$ cat config.mk
export PLATFORM = sky130hd
export DESIGN_NAME = prog_mealy_fsm
export DESIGN_NICKNAME = d
export VERILOG_FILES = /design/src/rtl/prog_mealy_fsm.sv
export SDC_FILE = /design/constraint.sdc
export NUM_CORES = 1
export LEC_CHECK = 0
export ABC_AREA = 1
export BUFFER_PORTS_ARGS = -buffer_cell sky130_fd_sc_hd__buf_2
export CELL_PAD_IN_SITES_DETAIL_PLACEMENT = 0
export CELL_PAD_IN_SITES_GLOBAL_PLACEMENT = 2
export CORE_MARGIN = 4
export CORE_UTILIZATION = 38
export CTS_CLUSTER_DIAMETER = 40
export DETAILED_ROUTE_END_ITERATION = 7
export PLACE_DENSITY = 0.81
export SLEW_MARGIN = 20
export SYNTH_ARGS = -nofsm -noshare
export SYNTH_HDL_FRONTEND = slang
export SYNTH_SLANG_ARGS = --single-unit
$ cat constraint.sdc
create_clock -name clk -period 2.4 [get_ports clk]
set_input_delay 0 -clock clk [delete_from_list [all_inputs] [get_ports clk]]
set_output_delay 0 -clock clk [all_outputs]
set_load 0.005 [all_outputs]
$ cat src/rtl/prog_mealy_fsm.sv
`default_nettype none
// ============================================================================
// Module   : prog_mealy_fsm
// Purpose  : Table-driven Mealy machine. Each {state, input} entry holds a
//            {next, out} pair written at run time. Provides free-run and
//            single-step advance, forced state load, a registered output,
//            a saturating step counter and visited-state tracking.
// Revision : 1.0 - initial release
// ============================================================================
module prog_mealy_fsm #(
  parameter int STATE_W     = 3,
  parameter int IN_W        = 1,
  parameter int OUT_W       = 1,
  parameter int RESET_STATE = 0,
  parameter int CNT_W       = 16
) (
  input  logic                    clk,
  input  logic                    reset,
  input  logic [IN_W-1:0]         x,
  input  logic                    run,
  input  logic                    step,
  input  logic                    force_en,
  input  logic [STATE_W-1:0]      force_state,
  input  logic                    cfg_we,
  input  logic [STATE_W-1:0]      cfg_state,
  input  logic [IN_W-1:0]         cfg_in,
  input  logic [STATE_W-1:0]      cfg_next,
  input  logic [OUT_W-1:0]        cfg_out,
  output logic [OUT_W-1:0]        y,
  output logic [OUT_W-1:0]        y_reg,
  output logic [STATE_W-1:0]      currentState,
  output logic [STATE_W-1:0]      nextState,
  output logic [CNT_W-1:0]        step_count,
  output logic [2**STATE_W-1:0]   visited
);

  localparam int NUM_STATES = 2**STATE_W;
  localparam int ENTRIES    = 2**(STATE_W+IN_W);
  localparam logic [STATE_W-1:0]    RST_ST  = STATE_W'(RESET_STATE);
  localparam logic [NUM_STATES-1:0] VIS_ONE = {{(NUM_STATES-1){1'b0}}, 1'b1};
  localparam logic [CNT_W-1:0]      CNT_MAX = '1;

  // Transition table, row = state, column = input symbol
  logic [STATE_W-1:0] tbl_next [ENTRIES];
  logic [OUT_W-1:0]   tbl_out  [ENTRIES];

  logic [STATE_W+IN_W-1:0] cur_addr;
  logic [STATE_W+IN_W-1:0] cfg_addr;
  logic                    advance;
  logic [STATE_W-1:0]      state_d;

  assign cur_addr = {currentState, x};
  assign cfg_addr = {cfg_state, cfg_in};

  // Table storage: cleared on reset, one entry written per cfg_we cycle
  always_ff @(posedge clk) begin
    if (reset) begin
      for (int i = 0; i < ENTRIES; i++) begin
        tbl_next[i] <= RST_ST;
        tbl_out[i]  <= '0;
      end
    end else if (cfg_we) begin
      tbl_next[cfg_addr] <= cfg_next;
      tbl_out[cfg_addr]  <= cfg_out;
    end
  end

  // Output logic: Mealy output and next state looked up combinationally
  always_comb begin
    y         = tbl_out[cur_addr];
    nextState = tbl_next[cur_addr];
  end

  // Next-state selection: force beats advance; a table write blocks advancing
  always_comb begin
    advance = (run | step) & ~cfg_we & ~force_en;
    state_d = currentState;
    if (force_en) begin
      state_d = force_state;
    end else if (advance) begin
      state_d = nextState;
    end
  end

  // State register plus registered output, step counter and visited mask
  always_ff @(posedge clk) begin
    if (reset) begin
      currentState <= RST_ST;
      y_reg        <= '0;
      step_count   <= '0;
      visited      <= VIS_ONE << RST_ST;
    end else begin
      currentState <= state_d;
      if (force_en) begin
        visited[force_state] <= 1'b1;
      end else if (advance) begin
        y_reg              <= y;
        visited[nextState] <= 1'b1;
        if (step_count != CNT_MAX) begin
          step_count <= step_count + CNT_W'(1);
        end
      end
    end
  end

endmodule
`default_nettype wire

==> reports/summary.txt, run 1 <==
========================================================================================
Quantity of I/O buffers inserted on ports                                             49
TritonCTS clock tree                                                                 yes
N_diodes                                                                               0
Maximum capacitance violations                                                         0
Global-route track usage on met3                                                  0.0336
Final hold slack                                                                 8.62 ps
Clk_lat worst skew                                                                350 ps
Number of buffers inserted by post-CTS setup repair                                    0
Number of library cell types mapped by synthesis                                      35
Average wire per cell in the routed design                                       15.4 um
Number of gates resized after cts                                                      0
Largest net degree at the start of global routing                                     33
Number of routed nets with antenna violations                                          0
Result of the run                                                           finished, final reports clean
Setup slack, reg-to-reg                                                           610 ps
Number of sinks driven by the clock tree                                              92
Largest stage delay on the critical path                                          610 ps
Critical Path RT                                                                 2400 ps
Critical path fanouts, max                                                            11
Leakage power                                                                 0.00224 uW
Total Negative Setup Slacks                                                         0 ps
Time the worst path needs with I/O delays and setup                              1910 ps
Ratio of cells with drive above 1 in the final layout                              0.179
Final Max Slew Viols                                                                   0
Initial core utilization                                                           0.393
Worst setup path startpoint                                                 currentState[0]
Layout Nets                                                                          628
Violation count after the first detailed-routing iteration                           268
Post-route worst setup slack                                                      486 ps
Post-synthesis register bit count                                                     92
Worst supply voltage drop on vdd                                                  389 uV
Reg2reg start                                                               currentState[0]
Weighted congestion at the end of routability-driven global placement              0.803
Clk buf depth                                                                          2
Critical Path, Cell by Cell                                                 buf_4 -> o21ai_1 -> o221ai_1 -> o211ai_1 -> nand2_1 -> buf_2
Total half-perimeter wirelength after legalization and detailed placement        8190 um
Element type at the critical path end                                         output pin
Final wirelength                                                                11600 um
Path type of the worst min-delay path                                       input pin to flip-flop
Dpl ws                                                                            613 ps
Clock root buffer                                                           sky130_fd_sc_hd__clkbuf_16
Register name with the most flops                                               tbl_next
Total congestion overflow                                                              0
Clock buffer count from CTS                                                            9
Placed Area                                                                  0.00491 mm2
Aggregate global-route resource usage                                              0.176
Post-synthesis area per instance                                                8.11 um2
Met2 track demand over resource in global routing                                  0.299
Clock transition at the registers of the reported paths                            60 ps
Vias per cell                                                                       4.97
Level count of the clock H-tree                                                        3
DRC violation count after routing                                                      0
DR vias                                                                             3761
Summed instance area of the synthesized netlist                              0.00457 mm2
Synthesized netlist cell count                                                       563
Vias in the first global route                                                      3769
Core area                                                                     0.0116 mm2
Wire length of the first global-routing pass                                    19300 um
Start point of the worst hold path                                              force_en
Worst Setup Path Type                                                       flip-flop to output pin
Die span in y                                                                     118 um
Slew margin rel.                                                                   0.470
Final design area excluding fillers                                          0.00520 mm2
Die area                                                                      0.0138 mm2
Synth warnings                                                                         0
Hold violation count in the final report                                               0
Number of detailed-routing iterations run before antenna repair                        4
Initial antenna violation count                                                        0
Transition time of the tightest slew-check pin                                    794 ps
IO Pins                                                                               50
Post-synthesis to final-layout area growth                                         13.8%
Total design power                                                               3540 uW
Overall die width                                                                 118 um
Category of the worst setup path launch point                                  flip-flop
Rows                                                                                  39
CP max stage cell                                                           sky130_fd_sc_hd__dfxtp_1
Syn nets                                                                             582
Arrival time reported for the critical path endpoint                             1910 ps
GR met1 Demand/Resource                                                            0.227
Sequential area share after synthesis                                              0.543
FMAX                                                                           0.523 GHz
Flip-flop count of the largest register, all copies and words added                   48
Pwr Density                                                                   682 mW/mm2
Unrepaired setup endpoints after global routing                                    false
Post-route fraction of the period consumed by the critical path                    0.797
Global routing's busiest layer                                                      met2
Biggest regs                                                                tbl_next: 48 flops, step_count: 16 flops, tbl_out: 16 flops
Setup Viol. Count Final                                                                0
Clk_skew                                                                         7.19 ps
========================================================================================
[stage by stage]
step / util / cells
2_1_floorplan: - / 563
3_3_place_gp: 0.423 / 739
3_5_place_dp: 0.423 / 739
4_1_cts: 0.448 / 757
5_1_grt: 0.448 / 757
6_report: 0.448 / 757
[critical path, delay by kind of cell (launching register included)]
family,cells,cell delay (ps)
DFF,1,610
and+or+nand+nor,1,120
AOI/OAI and AO/OA,3,470
buffers and inverters,2,360
[placed cells by master (no fill, tap or decap), types with 3 or more instances in the layout]
master and count:
sky130_fd_sc_hd__a21oi_1 19, sky130_fd_sc_hd__o21ai_1 19, sky130_fd_sc_hd__a21oi_2 3, sky130_fd_sc_hd__inv_2 23
sky130_fd_sc_hd__o21ai_0 3, sky130_fd_sc_hd__clkinv_2 3, sky130_fd_sc_hd__buf_2 49, sky130_fd_sc_hd__inv_1 49
sky130_fd_sc_hd__dfxtp_1 28, sky130_fd_sc_hd__nand2_1 149, sky130_fd_sc_hd__nand3_1 41, sky130_fd_sc_hd__nor2_1 101
sky130_fd_sc_hd__nor2_2 3, sky130_fd_sc_hd__clkinvlp_4 3, sky130_fd_sc_hd__buf_4 3, sky130_fd_sc_hd__edfxtp_1 64
sky130_fd_sc_hd__nand3_2 6, sky130_fd_sc_hd__clkbuf_16 9, sky130_fd_sc_hd__o221ai_1 3, sky130_fd_sc_hd__nor3_1 11
[path summary, 6_finish.rpt]
| kind | cells past startpoint | end |
|---|---|---|
| setup reg to reg | 9 | visited[5] |
| hold / removal | 3 | currentState[1] |
| hold reg to reg | 2 | visited[7] |
| setup / recovery | 6 | y |
[final cells by class]
cell class | count | area [um2]
Clock inverter | 6 | 41.3
Timing Repair Buffer | 55 | 308
Fill cell | 1186 | 6410
Tap cell | 143 | 179
Multi-Input combinational cell | 374 | 1660
Clock buffer | 10 | 229
Inverter | 77 | 298
Sequential cell | 92 | 2480
[report_power, final]
part	internal [uW]	switching [uW]	total [uW]
registers	1770	38.9	1810
clock network	700	612	1310
logic	135	285	420
[metal layers]
layer  vias to the layer above  wire [um]
met5                         -          0
met4                         0        130
met3                         9        445
met2                        69       5650
met1                      1781       5410
li1                       1902          -
[timing repair]
action                                  CTS  global route
hold buffers                              2             0
endpoints found under the hold margin     2             0
endpoints found under the setup margin    0             0
[kinds of logic (layout without fill, tap and decap cells)]
family,count (synthesis),after routing,share of synthesized area
xor gates and xnor gates,1,1,0.00192
DFF,92,92,0.543
AOI/OAI and AO/OA,53,53,0.0655
and+or+nand+nor,319,319,0.294
adders and majority gates,1,1,0.00274
buffers and inverters,97,148,0.0929
[synth_stat cells]
cell | count | area share
sky130_fd_sc_hd__nand4_1 | 2 | 0.0027
sky130_fd_sc_hd__nor3_2 | 1 | 0.0022
sky130_fd_sc_hd__a21oi_2 | 3 | 0.0058
sky130_fd_sc_hd__ha_1 | 1 | 0.0027
sky130_fd_sc_hd__a31oi_1 | 2 | 0.0027
sky130_fd_sc_hd__edfxtp_1 | 64 | 0.42
sky130_fd_sc_hd__xor2_1 | 1 | 0.0019
sky130_fd_sc_hd__nor2_2 | 3 | 0.0041
sky130_fd_sc_hd__nand2_1 | 149 | 0.12
sky130_fd_sc_hd__inv_4 | 1 | 0.0014
sky130_fd_sc_hd__o211ai_1 | 2 | 0.0033
sky130_fd_sc_hd__clkinv_2 | 1 | 0.0011
sky130_fd_sc_hd__o21ai_0 | 3 | 0.0033
sky130_fd_sc_hd__inv_1 | 49 | 0.040
sky130_fd_sc_hd__a211oi_1 | 1 | 0.0016
sky130_fd_sc_hd__a21oi_1 | 19 | 0.021
sky130_fd_sc_hd__inv_2 | 23 | 0.019
sky130_fd_sc_hd__buf_2 | 2 | 0.0022
sky130_fd_sc_hd__nor3_1 | 11 | 0.012
sky130_fd_sc_hd__buf_6 | 5 | 0.012
sky130_fd_sc_hd__o22ai_1 | 1 | 0.0014
sky130_fd_sc_hd__nor2_1 | 101 | 0.083
sky130_fd_sc_hd__clkbuf_1 | 10 | 0.0082
sky130_fd_sc_hd__and3_1 | 1 | 0.0014
sky130_fd_sc_hd__o221ai_1 | 3 | 0.0058
sky130_fd_sc_hd__inv_6 | 1 | 0.0019
sky130_fd_sc_hd__nand2_4 | 2 | 0.0049
sky130_fd_sc_hd__buf_4 | 3 | 0.0049
sky130_fd_sc_hd__o21ai_1 | 19 | 0.021
sky130_fd_sc_hd__nand3_2 | 6 | 0.013
sky130_fd_sc_hd__clkinv_1 | 2 | 0.0016
sky130_fd_sc_hd__nor4_1 | 1 | 0.0014
sky130_fd_sc_hd__dfxtp_1 | 28 | 0.12
sky130_fd_sc_hd__nand3_1 | 41 | 0.045
sky130_fd_sc_hd__nand2_2 | 1 | 0.0014
Power figures use the tool's default switching activity.
==> run 2: changes to the inputs <==
Settings changed: ABC_AREA 1 to 0, CORE_UTILIZATION 38 to 39, PLACE_DENSITY 0.81 to 0.75.
Clock period 2.4 ns to 1.8 ns, I/O delays scaled along.
==> run 2 against run 1 <==
The run now ends with negative setup slack left. Clock power up 43%. Critical path type is now flip-flop to flip-flop. Total power up 43%. Synthesized area down 2.7%. Global-route usage down 0.25 points. Worst hold slack better by 69 ps. Highest routed layer unchanged. Synthesized cell count down 33%.
==> reports/summary.txt, run 2 <==
========================================================================================
Result of the run                                                           complete, but fails checks
Violated checks                                                             negative setup slack
Time the worst path needs with I/O delays and setup                              1950 ps
Commonest cells in the netlist                                              66 x sky130_fd_sc_hd__and2_1, 64 x sky130_fd_sc_hd__edfxtp_1, 44 x sky130_fd_sc_hd__nor2_1, 28 x sky130_fd_sc_hd__dfxtp_1, 16 x sky130_fd_sc_hd__or2_2
Element type at the critical path end                                          flip-flop
Total Negative Setup Slacks                                                      -340 ps
Average wire per cell in the routed design                                       17.3 um
Async set-reset flop share out of synthesis                                            0
Aggregate global-route resource usage                                              0.174
Core area                                                                     0.0110 mm2
Reg2reg start                                                               tbl_next[11][2]
Arrival time reported for the critical path endpoint                             2220 ps
Total congestion overflow                                                              0
Post-synthesis area per instance                                                11.8 um2
Final Max Slew Viols                                                                   0
Sequential area share after synthesis                                              0.558
FMAX                                                                           0.512 GHz
Start point of the worst hold path                                              force_en
N_diodes                                                                               0
Transition time of the tightest slew-check pin                                    408 ps
Hold violation count in the final report                                               0
Worst Setup Path Type                                                       flip-flop to flip-flop
Most used flip-flop cell after synthesis                                    sky130_fd_sc_hd__edfxtp_1
Largest net degree at the start of global routing                                     40
Vias in the first global route                                                      3261
Violation count after the first detailed-routing iteration                           143
Synthesized netlist cell count                                                       376
Worst hold path endpoint                                                      visited[1]
Critical path fanouts, max                                                             2
Layout Nets                                                                          500
Final wirelength                                                                10800 um
Dpl ws                                                                           -143 ps
Top cell type by total area after synthesis                                 sky130_fd_sc_hd__edfxtp_1
Register name with the most flops                                               tbl_next
Leakage power                                                                 0.00229 uW
Clk_skew                                                                         7.42 ps
Number of sinks driven by the clock tree                                              92
Post-synthesis to final-layout area growth                                         30.0%
Number of routed nets with antenna violations                                          0
Clk buf depth                                                                          2
Ratio of cells with drive above 1 in the final layout                              0.362
DR vias                                                                             3187
Initial antenna violation count                                                        0
Flip-flop count of the largest register, all copies and words added                   48
Category of the worst setup path launch point                                  flip-flop
Setup Viol. Count Final                                                                4
Clk_lat worst skew                                                                340 ps
Synth warnings                                                                         0
Slew margin rel.                                                                   0.720
DRC violation count after routing                                                      0
Biggest regs                                                                tbl_next: 48 flops, step_count: 16 flops, tbl_out: 16 flops
Total design power                                                               5060 uW
Quantity of I/O buffers inserted on ports                                             49
Worst supply voltage drop on vdd                                                  554 uV
IO Pins                                                                               50
Most instantiated library cell after synthesis                              sky130_fd_sc_hd__and2_1
Post-synthesis register bit count                                                     92
Most frequent standard cell in the layout excluding fill and tap cells      sky130_fd_sc_hd__and2_1
Setup slack, reg-to-reg                                                          -150 ps
Vias per cell                                                                       5.09
Path type of the worst min-delay path                                       input pin to flip-flop
Wire length of the first global-routing pass                                    17200 um
Most frequent cells in the layout                                           66 x sky130_fd_sc_hd__and2_1, 64 x sky130_fd_sc_hd__edfxtp_1, 46 x sky130_fd_sc_hd__buf_2
Top post-synthesis cells by area                                            sky130_fd_sc_hd__edfxtp_1 43%, sky130_fd_sc_hd__dfxtp_1 13%, sky130_fd_sc_hd__and2_1 9.3%, sky130_fd_sc_hd__mux4_2 4.1%, sky130_fd_sc_hd__nor2_1 3.7%
Rows                                                                                  38
WHS Path Cells                                                                         3
Pwr Density                                                                   876 mW/mm2
Die span in y                                                                     115 um
Clock root buffer                                                           sky130_fd_sc_hd__clkbuf_16
TritonCTS clock tree                                                                 yes
Critical Path RT                                                                 2060 ps
Initial core utilization                                                           0.405
Post-route worst setup slack                                                     -154 ps
Overall die width                                                                 115 um
End-of-flow core utilization                                                       0.526
Level count of the clock H-tree                                                        3
Weighted congestion at the end of routability-driven global placement              0.803
Syn nets                                                                             395
Post-route fraction of the period consumed by the critical path                     1.09
Clock transition at the registers of the reported paths                            70 ps
Clock buffer count from CTS                                                            9
Die area                                                                      0.0132 mm2
Number of detailed-routing iterations run before antenna repair                        4
Number of enable flip-flop cells after synthesis                                      64
Yosys top cell area share                                                          0.432
Unrepaired setup endpoints after global routing                                     true
Maximum capacitance violations                                                         0
Total half-perimeter wirelength after legalization and detailed placement        7850 um
Number of library cell types mapped by synthesis                                      50
Destination of the worst register-to-register timing path                     visited[1]
Worst Reg2Reg Path Length in Cells                                                     5
Summed instance area of the synthesized netlist                              0.00445 mm2
========================================================================================
-- run 2: how the worst max path moves through the flow --
stage	endpoint	from
global route	visited[1]	tbl_next[11][2]
CTS	y	currentState[0]
detailed placement	visited[1]	tbl_next[11][2]
finish	visited[1]	tbl_next[11][2]
global placement	visited[1]	x
floorplan	visited[1]	tbl_next[11][2]
-- run 2: through the flow --
step	instance area, um2	std cells	hold WS, ps
6_report	5780	626	77.7
5_1_grt	5780	626	93.4
4_1_cts	5660	624	59.5
3_5_place_dp	5190	601	315
3_3_place_gp	5190	601	317
2_1_floorplan	4470	376	143
-- run 2: area by class of cell --
class | count | area, um2
fillers | 995 | 5200
flip-flops and latches | 92 | 2490
multi-input cells | 267 | 2030
repair buffers | 108 | 781
clock buffers | 9 | 225
well taps | 140 | 175
clock inverters | 7 | 67.6
inverters | 3 | 11.3
-- run 2: metal layers --
| layer | track usage | vias up | part of all wire |
|---|---|---|---|
| met5 | 0 | - | 0 |
| met4 | 0.0587 | 0 | 0.016 |
| met3 | 0.0474 | 11 | 0.056 |
| met2 | 0.281 | 71 | 0.47 |
| met1 | 0.227 | 1535 | 0.45 |
| li1 | - | 1570 | - |
-- run 2: logic make-up after synthesis --
family,Yosys count,share of synthesized area
XOR/XNOR,15,0.0296
multiplexers,25,0.0898
buffers and inverters,17,0.0228
AO/OA/AOI/OAI,43,0.0732
adder cells (fa/ha/maj),1,0.00281
flip-flops,92,0.558
AND/OR/NAND/NOR,183,0.223
-- run 2: worst max-delay path, cell delays in order (launching register included) --
cell and delay [ps]:
sky130_fd_sc_hd__edfxtp_1 380, sky130_fd_sc_hd__mux4_2 520, sky130_fd_sc_hd__a22oi_4 200, sky130_fd_sc_hd__nand2_2 80, sky130_fd_sc_hd__or4b_4 530, sky130_fd_sc_hd__a211oi_2 170
-- run 2: repair_timing --
action	4_1_cts	5_1_grt
cloned	0	0
resized for setup	19	23
pin swaps	2	6
hold endpoints to repair	3	0
setup buffers	2	2
setup endpoints to repair	14	16
hold buffers	6	0
-- run 2: power breakdown --
group          internal [uW]  leakage (uW)  switching, uW
Sequential              2360      0.000839           50.1
Clock                   1070      0.000140            799
Combinational            384       0.00131            397
Total                   3820       0.00229           1250
